## src/rtl/rs232_to_axis_pkg.sv

```systemverilog
// ---------------------------------------------------------------------------
// rs232_to_axis_pkg
// Shared definitions for the RS232 receive path:
//   - rx_state_t      : receiver FSM state encoding (also exported for debug)
//   - SYNC_STAGES     : depth of the rxd_pin synchronizer
//   - baud_cnt_width  : width of a down-counter that must hold baud_count-1
// ---------------------------------------------------------------------------
package rs232_to_axis_pkg;

    typedef enum logic [2:0] {
        IDLE      = 3'd0,
        START     = 3'd1,
        DATA      = 3'd2,
        STOP      = 3'd3,
        WAIT_HIGH = 3'd4
    } rx_state_t;

    localparam int SYNC_STAGES = 2;

    // The counter only ever holds values in 0 .. baud_count-1.
    function automatic int baud_cnt_width(input int baud_count);
        return (baud_count <= 2) ? 1 : $clog2(baud_count);
    endfunction

endpackage

```

## src/rtl/rs232_to_axis_if.sv

```systemverilog
// ---------------------------------------------------------------------------
// rs232_to_axis_if
// Byte-wide AXI-stream style output of the RS232 receiver.
//   odata  : byte at the FIFO head
//   ovalid : a byte is available
//   oready : consumer accepts
// Handshake: a transfer happens on a rising clock edge where ovalid && oready
// are both high; while ovalid is high and oready is low, odata holds steady
// and ovalid stays high.
//   master modport : the receiver (drives odata/ovalid)
//   slave  modport : the consumer (drives oready)
// ---------------------------------------------------------------------------
interface rs232_to_axis_if;
    logic [7:0] odata;
    logic       ovalid;
    logic       oready;

    modport master (output odata, output ovalid, input oready);
    modport slave  (input odata, input ovalid, output oready);
endinterface

```

## src/rtl/rs232_to_axis_rx_fifo.sv

```systemverilog
// ---------------------------------------------------------------------------
// rs232_to_axis_rx_fifo
// Small byte FIFO built from a register array.
// Ports:
//   clock, resetn : rising-edge clock, synchronous active-low reset
//   push, wdata   : write request and data; ignored when full unless a pop
//                   happens in the same cycle
//   pop           : read request; ignored when empty
//   rdata         : head entry, combinational from the array
//   count         : number of stored entries (0 .. DEPTH)
//   empty, full   : status flags derived from count
// ---------------------------------------------------------------------------
module rs232_to_axis_rx_fifo #(
    parameter int DEPTH = 4
) (
    input  logic                     clock,
    input  logic                     resetn,
    input  logic                     push,
    input  logic [7:0]               wdata,
    input  logic                     pop,
    output logic [7:0]               rdata,
    output logic [$clog2(DEPTH):0]   count,
    output logic                     empty,
    output logic                     full
);
    localparam int AW = $clog2(DEPTH);
    localparam logic [AW-1:0] PTR_ONE = AW'(1);
    localparam logic [AW:0]   CNT_ONE = (AW + 1)'(1);
    localparam logic [AW:0]   CNT_MAX = (AW + 1)'(DEPTH);

    logic [7:0]    mem [DEPTH];
    logic [AW-1:0] wr_ptr;
    logic [AW-1:0] rd_ptr;
    logic          wr_en;
    logic          rd_en;

    assign empty = (count == '0);
    assign full  = (count == CNT_MAX);

    // A pop frees the head slot in the same edge, so a push while full is
    // still accepted when it coincides with a pop.
    assign rd_en = pop && !empty;
    assign wr_en = push && (!full || rd_en);

    assign rdata = mem[rd_ptr];

    always_ff @(posedge clock) begin
        if (!resetn) begin
            wr_ptr <= '0;
            rd_ptr <= '0;
            count  <= '0;
            for (int i = 0; i < DEPTH; i++) begin
                mem[i] <= '0;
            end
        end else begin
            if (wr_en) begin
                mem[wr_ptr] <= wdata;
                wr_ptr      <= wr_ptr + PTR_ONE;
            end
            if (rd_en) begin
                rd_ptr <= rd_ptr + PTR_ONE;
            end
            case ({wr_en, rd_en})
                2'b10:   count <= count + CNT_ONE;
                2'b01:   count <= count - CNT_ONE;
                default: count <= count;
            endcase
        end
    end

endmodule

```

## src/rtl/rs232_to_axis.sv

```systemverilog
// ---------------------------------------------------------------------------
// rs232_to_axis
// RS232 8N1 receiver feeding a byte stream, with RTS flow control.
// Parameters:
//   CLOCK_FREQ : clock frequency in Hz
//   BAUD_RATE  : line rate in baud (CLOCK_FREQ/BAUD_RATE must be >= 8)
//   FIFO_DEPTH : output FIFO entries, power of two, >= 4
// Ports:
//   clock, resetn  : rising-edge clock, synchronous active-low reset
//   axis           : master side of the byte stream (odata/ovalid/oready)
//   rxd_pin        : asynchronous serial input, idles high
//   rtsn_pin       : 1 = sender must stop (wire to the sender's CTSn)
//   framing_error  : one-clock pulse when a stop bit samples low
//   overrun        : one-clock pulse when a byte is dropped on a full FIFO
//   dbg_state      : current receiver FSM state
// ---------------------------------------------------------------------------
module rs232_to_axis
    import rs232_to_axis_pkg::*;
#(
    parameter real CLOCK_FREQ = 133000000.0,
    parameter real BAUD_RATE  = 115200.0,
    parameter int  FIFO_DEPTH = 4
) (
    input  logic                   clock,
    input  logic                   resetn,
    rs232_to_axis_if.master        axis,
    input  logic                   rxd_pin,
    output logic                   rtsn_pin,
    output logic                   framing_error,
    output logic                   overrun,
    output rx_state_t              dbg_state
);
    localparam int BAUD_COUNT = $rtoi(CLOCK_FREQ / BAUD_RATE);
    localparam int CW         = baud_cnt_width(BAUD_COUNT);
    localparam int AW         = $clog2(FIFO_DEPTH);

    // The start-bit state is entered one clock after rxd_s falls, so the
    // half-bit load is shortened by one extra clock to put the START sample
    // exactly BAUD_COUNT/2 clocks after the falling edge of rxd_s.
    localparam logic [CW-1:0] HALF_LOAD = CW'(BAUD_COUNT / 2 - 2);
    localparam logic [CW-1:0] FULL_LOAD = CW'(BAUD_COUNT - 1);
    localparam logic [CW-1:0] CNT_ONE   = CW'(1);
    localparam logic [AW:0]   CNT_STEP  = (AW + 1)'(1);
    localparam logic [AW:0]   RTS_LEVEL = (AW + 1)'(FIFO_DEPTH - 2);

    // ----------------------------------------------------------------------
    // Input synchronizer
    // ----------------------------------------------------------------------
    logic [SYNC_STAGES-1:0] sync_ff;
    logic                   rxd_s;

    always_ff @(posedge clock) begin
        if (!resetn) begin
            sync_ff <= '1;
        end else begin
            sync_ff <= {sync_ff[SYNC_STAGES-2:0], rxd_pin};
        end
    end

    assign rxd_s = sync_ff[SYNC_STAGES-1];

    // ----------------------------------------------------------------------
    // Receiver FSM, baud counter and shift register
    // ----------------------------------------------------------------------
    rx_state_t     state;
    logic [CW-1:0] baud_cnt;
    logic [2:0]    bit_idx;
    logic [7:0]    shreg;
    logic          sample_tick;

    assign sample_tick = (baud_cnt == '0);
    assign dbg_state   = state;

    always_ff @(posedge clock) begin
        if (!resetn) begin
            state         <= IDLE;
            baud_cnt      <= '0;
            bit_idx       <= '0;
            shreg         <= '0;
            framing_error <= 1'b0;
        end else begin
            framing_error <= 1'b0;
            case (state)
                IDLE: begin
                    if (!rxd_s) begin
                        state    <= START;
                        baud_cnt <= HALF_LOAD;
                    end
                end
                START: begin
                    if (sample_tick) begin
                        baud_cnt <= FULL_LOAD;
                        if (rxd_s) begin
                            // Line went back high before mid start bit.
                            state <= IDLE;
                        end else begin
                            state   <= DATA;
                            bit_idx <= '0;
                        end
                    end else begin
                        baud_cnt <= baud_cnt - CNT_ONE;
                    end
                end
                DATA: begin
                    if (sample_tick) begin
                        baud_cnt <= FULL_LOAD;
                        shreg    <= {rxd_s, shreg[7:1]};
                        if (bit_idx == 3'd7) begin
                            state <= STOP;
                        end else begin
                            bit_idx <= bit_idx + 3'd1;
                        end
                    end else begin
                        baud_cnt <= baud_cnt - CNT_ONE;
                    end
                end
                STOP: begin
                    if (sample_tick) begin
                        baud_cnt <= FULL_LOAD;
                        if (rxd_s) begin
                            state <= IDLE;
                        end else begin
                            framing_error <= 1'b1;
                            state         <= WAIT_HIGH;
                        end
                    end else begin
                        baud_cnt <= baud_cnt - CNT_ONE;
                    end
                end
                WAIT_HIGH: begin
                    // Break or stuck-low line: resync only once it idles.
                    if (rxd_s) begin
                        state    <= IDLE;
                        baud_cnt <= FULL_LOAD;
                    end
                end
                default: begin
                    state <= IDLE;
                end
            endcase
        end
    end

    // ----------------------------------------------------------------------
    // Output FIFO and flow control
    // ----------------------------------------------------------------------
    logic          push;
    logic          pop;
    logic [7:0]    fifo_rdata;
    logic [AW:0]   fifo_count;
    logic          fifo_empty;
    logic          fifo_full;
    logic          push_ok;
    logic          pop_ok;
    logic [AW:0]   count_next;

    // The shift register already holds all 8 data bits during the STOP
    // sample, so the byte is pushed in that same cycle.
    assign push = (state == STOP) && sample_tick && rxd_s;
    assign pop  = !fifo_empty && axis.oready;

    assign pop_ok  = pop;
    assign push_ok = push && (!fifo_full || pop_ok);

    always_comb begin
        count_next = fifo_count;
        if (push_ok && !pop_ok) begin
            count_next = fifo_count + CNT_STEP;
        end else if (!push_ok && pop_ok) begin
            count_next = fifo_count - CNT_STEP;
        end
    end

    rs232_to_axis_rx_fifo #(
        .DEPTH (FIFO_DEPTH)
    ) u_fifo (
        .clock  (clock),
        .resetn (resetn),
        .push   (push),
        .wdata  (shreg),
        .pop    (pop),
        .rdata  (fifo_rdata),
        .count  (fifo_count),
        .empty  (fifo_empty),
        .full   (fifo_full)
    );

    assign axis.ovalid = !fifo_empty;
    assign axis.odata  = fifo_rdata;

    // RTS is raised while two slots are still free so that a byte the sender
    // already started after seeing RTS rise still fits.
    always_ff @(posedge clock) begin
        if (!resetn) begin
            rtsn_pin <= 1'b1;
            overrun  <= 1'b0;
        end else begin
            rtsn_pin <= (count_next >= RTS_LEVEL);
            overrun  <= push && fifo_full && !pop_ok;
        end
    end

endmodule
```

## src/flat_wrapper.sv

```systemverilog
// flat-port wrapper written by rule: the top's interface ports become plain ports
module rs232_to_axis_flat import rs232_to_axis_pkg::*;
#(
    parameter real CLOCK_FREQ = 133000000.0,
    parameter real BAUD_RATE  = 115200.0,
    parameter int  FIFO_DEPTH = 4
)
  (clock, resetn, rxd_pin, rtsn_pin, framing_error, overrun, dbg_state, axis_odata, axis_ovalid, axis_oready);
  rs232_to_axis_if axis_i ();
  input  logic clock;
  input  logic resetn;
  input  logic rxd_pin;
  output logic rtsn_pin;
  output logic framing_error;
  output logic overrun;
  output rx_state_t dbg_state;
  output wire logic [$bits(axis_i.odata)-1:0] axis_odata;
  output wire logic [$bits(axis_i.ovalid)-1:0] axis_ovalid;
  input wire logic [$bits(axis_i.oready)-1:0] axis_oready;
  assign axis_odata = axis_i.odata;
  assign axis_ovalid = axis_i.ovalid;
  assign axis_i.oready = axis_oready;
  rs232_to_axis #(.CLOCK_FREQ(CLOCK_FREQ), .BAUD_RATE(BAUD_RATE), .FIFO_DEPTH(FIFO_DEPTH)) u_core (.clock(clock), .resetn(resetn), .axis(axis_i), .rxd_pin(rxd_pin), .rtsn_pin(rtsn_pin), .framing_error(framing_error), .overrun(overrun), .dbg_state(dbg_state));
endmodule
```

## config.mk

```make
export PLATFORM = sky130hd
export DESIGN_NAME = rs232_to_axis_flat
export DESIGN_NICKNAME = d
export VERILOG_FILES = /design/src/rtl/rs232_to_axis_pkg.sv /design/src/rtl/rs232_to_axis_if.sv /design/src/rtl/rs232_to_axis_rx_fifo.sv /design/src/rtl/rs232_to_axis.sv /design/src/flat_wrapper.sv
export SDC_FILE = /design/constraint.sdc
export NUM_CORES = 1
export LEC_CHECK = 0
export ABC_AREA = 1
export CAP_MARGIN = 20
export CORE_ASPECT_RATIO = 0.5
export CORE_MARGIN = 1
export CORE_UTILIZATION = 40
export DETAILED_ROUTE_END_ITERATION = 7
export HOLD_SLACK_MARGIN = 0.15
export PLACE_DENSITY_LB_ADDON = 0.15
export REMOVE_ABC_BUFFERS = 1
export SLEW_MARGIN = 10
export SYNTH_ARGS = -nofsm -noshare
export SYNTH_HDL_FRONTEND = slang
export SYNTH_SLANG_ARGS = --single-unit
```

## constraint.sdc

```tcl
create_clock -name clock -period 2.6 [get_ports clock]
set_input_delay 0.26 -clock clock [delete_from_list [all_inputs] [get_ports clock]]
set_output_delay 0.26 -clock clock [all_outputs]
set_load 0.02 [all_outputs]
```

# Word-level counts from Yosys, hierarchy flattened
# Memory sizes are Yosys's and may differ from the RTL's. A register that Yosys moved wholly into a read port is not among the register bits.
# Cells that the tools add are included.
# W data, S select, Z words.
# op_classes
add_sub_neg,6
magnitude_cmp,1
eq_ne,16
muxes,31
reduce_logical,29
# ops
op,count
$mux W3,13
$mux W11,3
$pmux W11 S3,1
$pmux W3 S5,1
$pmux W3 S2,2
$logic_not A11 Y1,1
$sub A11 B1 Y11 const B,1
$logic_and A1 B1 Y1,10
$ne A2 B1 Y1 const B,5
$eq A3 B3 Y1 const B,3
$mux W2,4
$mux W8,1
$reduce_or A8 Y1,1
$add A3 B1 Y3 const B,2
$eq A3 B2 Y1 const B,2
$logic_not A3 Y1,2
$mux W1,6
$ne A2 B2 Y1 const B,3
$reduce_and A3 Y1,2
$reduce_and A6 Y1,1
$reduce_and A5 Y1,1
$add A2 B1 Y2 const B,2
$logic_not A1 Y1,4
$reduce_bool A2 Y1,2
9 further kinds,10
# word_totals
reg_bits,37
mem_bits_rw,32
in_bits,4
out_inout_bits,15
wordCells,95
n_memories,1
# mem_list
name,words,width,rd,rd_clocked_by_memory_dff,write_ports,line_no,rtl
u_core.u_fifo.mem,4,8,1,1,4,rs232_to_axis_rx_fifo.sv:31,logic [7:0] mem [DEPTH];

# Depth between registers and ports, before layout
# depth
word_depth,11
mapped_depth,12
mapped_depth_nobuf,12

# Hierarchy
# Synthesis repeated with hierarchy kept, for this count alone.
# unflattened
cells_unflattened,434
area_unflattened_um2,3533.4
# modules_own_cells
mod,n_inst,cells_each,area_each_um2,seq_area_each_um2
rs232_to_axis_rx_fifo,1,192,1846.8,1141.1
rs232_to_axis,1,242,1686.6,600.6

# Worst setup path after synthesis
# No wires, ideal clock.
# synth_path
kind,reg2reg
startpoint,register u_core.baud_cnt[0]
endpoint,memory u_core.u_fifo.mem[3][0] (enable)
setup_ps,387
arrival_time_ps,1963
t_required_ps,2213
slack_ps,250
path_stages_with_launch,9
path_buffers,0
period_less_slack_ps,2350
path_cell_list,dfxtp_1 -> inv_1 -> ha_1 -> nand2_2 -> nor2_4 -> nand3_1 -> nor2_1 -> inv_1 -> o31ai_1
# synth_rtl
element,line_no,rtl
"start, declared",rs232_to_axis.sv:66,logic [CW-1:0] baud_cnt;
"start signal, assigned",rs232_to_axis.sv:101,baud_cnt <= baud_cnt - CNT_ONE;
"start signal, assigned",rs232_to_axis.sv:114,baud_cnt <= baud_cnt - CNT_ONE;
"start signal, assigned",rs232_to_axis.sv:127,baud_cnt <= baud_cnt - CNT_ONE;
"end, declared",rs232_to_axis_rx_fifo.sv:31,

==> metrics.txt <==
htree depth=3; layout cells sized above 1=11.6%; Final Hold Fails=0; clk sink count=71; final setup fails=0; Worst setup EP type=flop; RR Startpoint=u_core.baud_cnt[0]; largest net degree at the start of global routing=29; GRT busiest layer=met2; IO Count=19; Worst Hold Endpoint=u_core.sync_ff[1]; kind of critical path=flop to flop; r2r endpoint=u_core.u_fifo.mem[0][1]; area grow syn2layout=17.6%; HP Class=flop to flop; R2R depth=8; vias post-DR=2774; fmax=431 MHz; Inserted Clock Buffers=9; setup ws final=0.281 ns; Final ANT Viol Nets=0; Die Y-Extent=67.6 um; CTS clk-pin slew, worst paths=0.06 ns; HPWL after DPL=5370 um; Worst Setup SP=u_core.baud_cnt[0]; Routed WL=7520 um; Leakage=1.56 nW; Post-Syn Area per Cell=8.42 um^2; Max clock buf depth=2; WP data arrival=2.31 ns; CTS root buf=clkbuf_16; CP delay by family, top=simple AND/OR/NAND/NOR gates; Core Rows=23; initial drt markers=139; hold_sp=u_core.sync_ff[0]; first-pass GRT wire length=12600 um; gpl congestion=0.882; Synth cell types=37; Placement Setup Slack=0.311 ns; Crit path buffers/inverters=1; met2 Use GR=32.9%; max-capacitance violation count=0; crit path cell chain=inv_1 -> ha_1 -> nand2_2 -> nor2_4 -> nand2_4 -> nor3_4 -> nand4_2 -> nand2_1; EDFF count, synth=32; WP depth=8; Avg Vias per Cell=5.03; asr flop ratio synth=0%; commonest non-fill, non-tap cell in the layout=nor2_1; drt drc=0; most used flip-flop cell after synthesis=dfxtp_1; Pre-antenna DRT Iters=4; CTS Hold Bufs=0; most frequent cells in the layout=nor2_1 (74), nand2_1 (56), inv_1 (44); synthesized area=3450 um^2; Worst EP required=2.60 ns; GRT met3 Usage=6.01%; hold depth=1; Pwr Density=929 nW/um^2; initial antenna violation count=0; GR Layer Usage met1=21.2%; Final nets=444; crit-path max cell delay=0.36 ns; register area share after synthesis=50.5%; Std-Cell Core Area=8170 um^2; slowest cell on the critical path=nand2_1; Overflow after GRT=0; Worst R2R Setup Slack=0.28 ns; vias in the first global route=2634; overall power=3.77 mW; # diodes=0; slew margin rel.=68.3%; crit path time final=2.32 ns; post-synthesis cell count=409; Worst Setup Start Kind=flop; Max Slew Vio Count=0; RSZ-0062 raised after global routing=no; Least-Margin Pin Slew=0.474 ns; peak supply drop=0.392 mV; fin crit share=89.2%; number of synthesized register bits=71; post-CTS sizing=0; Total GRT Usage=18.3%; Warnings, synthesis=0; die area=9010 um^2; Final Skew=0.00959 ns; Setup Buffers After CTS=0; TNS Setup=0 ns; initial cell density of the core=42.2%; # port buffers=18; outcome=finished, final reports clean; Avg WL per Cell=13.6 um; CTS tree=done; clk_lat worst skew=0.33 ns; crit-path max FO=10; die width=133 um
## worst reg2reg max path: stages, from the launching register on
cell     delay, ns
dfxtp_1       0.33
inv_1         0.13
ha_1          0.22
nand2_2       0.11
nor2_4        0.20
nand2_4       0.13
nor3_4        0.23
nand4_2       0.26
nand2_1       0.37
## cell usage after synthesis (3+ instances only)
cell / count / area share, %
xnor2_1: 3 / 0.76
nand2_1: 56 / 6.1
nor3_2: 12 / 3.5
ha_1: 6 / 2.2
a21oi_1: 25 / 3.6
dfxtp_1: 39 / 23
clkbuf_1: 6 / 0.65
o22ai_1: 8 / 1.5
nand3_1: 16 / 2.3
o21ai_0: 42 / 6.1
nor3_1: 4 / 0.58
nand4_1: 3 / 0.54
inv_1: 44 / 4.8
nor2_1: 74 / 8.1
xor2_1: 5 / 1.3
or2_2: 3 / 0.54
edfxtp_1: 32 / 28
## how the worst max path moves through the flow
stage | slack [ns] | endpoint
floorplan | 0.25 | u_core.u_fifo.mem[3][0]
global placement | 0.40 | u_core.u_fifo.mem[0][2]
detailed placement | 0.31 | u_core.u_fifo.mem[0][1]
CTS | 0.28 | u_core.u_fifo.mem[0][6]
global route | 0.07 | u_core.u_fifo.mem[0][6]
finish | 0.28 | u_core.u_fifo.mem[0][1]
## final cells by class
cell class	count	area, um^2
clock inverter	7	72.6
inverter	48	180
sequential	71	1740
fill	792	4120
clock buffer	9	225
timing repair buffer	24	225
multi-input combinational	280	1470
tap	112	140
## power breakdown
part	total (mW)	switching, mW	internal (mW)
Clock	1.21	0.470	0.743
Combinational	1.19	0.737	0.452
Sequential	1.36	0.0912	1.27
Total	3.77	1.30	2.47
## per-layer routing
layer	part of all wire [%]	routed length (um)
met2	48	3630
met1	48	3590
met4	0.81	61
met5	0	0
met3	3.1	235
## registers in the layout (all words and copies together), names as in the netlist, 2 cells and up, named ones only
name	cells
u_core.u_fifo.mem	32
u_core.baud_cnt	11
u_core.shreg	8
u_core.bit_idx	3
u_core.dbg_state	3
u_core.u_fifo.count	3
u_core.sync_ff	2
u_core.u_fifo.rd_ptr	2
u_core.u_fifo.wr_ptr	2
## kinds of logic (layout without fill, tap and decap cells)
kind of cell    Yosys count  after routing  share of synthesized area [%]
compound gates           82             82                           12.6
xor+xnor                  8              8                           2.03
fa+ha+maj                 6              6                           2.18
buf+inv                  58             88                           6.83
flops                    71             71                           50.5
simple gates            184            184                           25.9
## per-stage QoR
stage          util, %  cells  hold slack, ns  instance area (um^2)
3_3_place_gp      46.0    535           0.399                  3760
6_report          49.6    551           0.410                  4050
4_1_cts           49.6    551           0.410                  4050
3_5_place_dp      46.0    535           0.398                  3760
5_1_grt           49.6    551           0.435                  4050
2_1_floorplan        -    399           0.358                  3390
No activity file was read; power rests on OpenSTA's default activity.
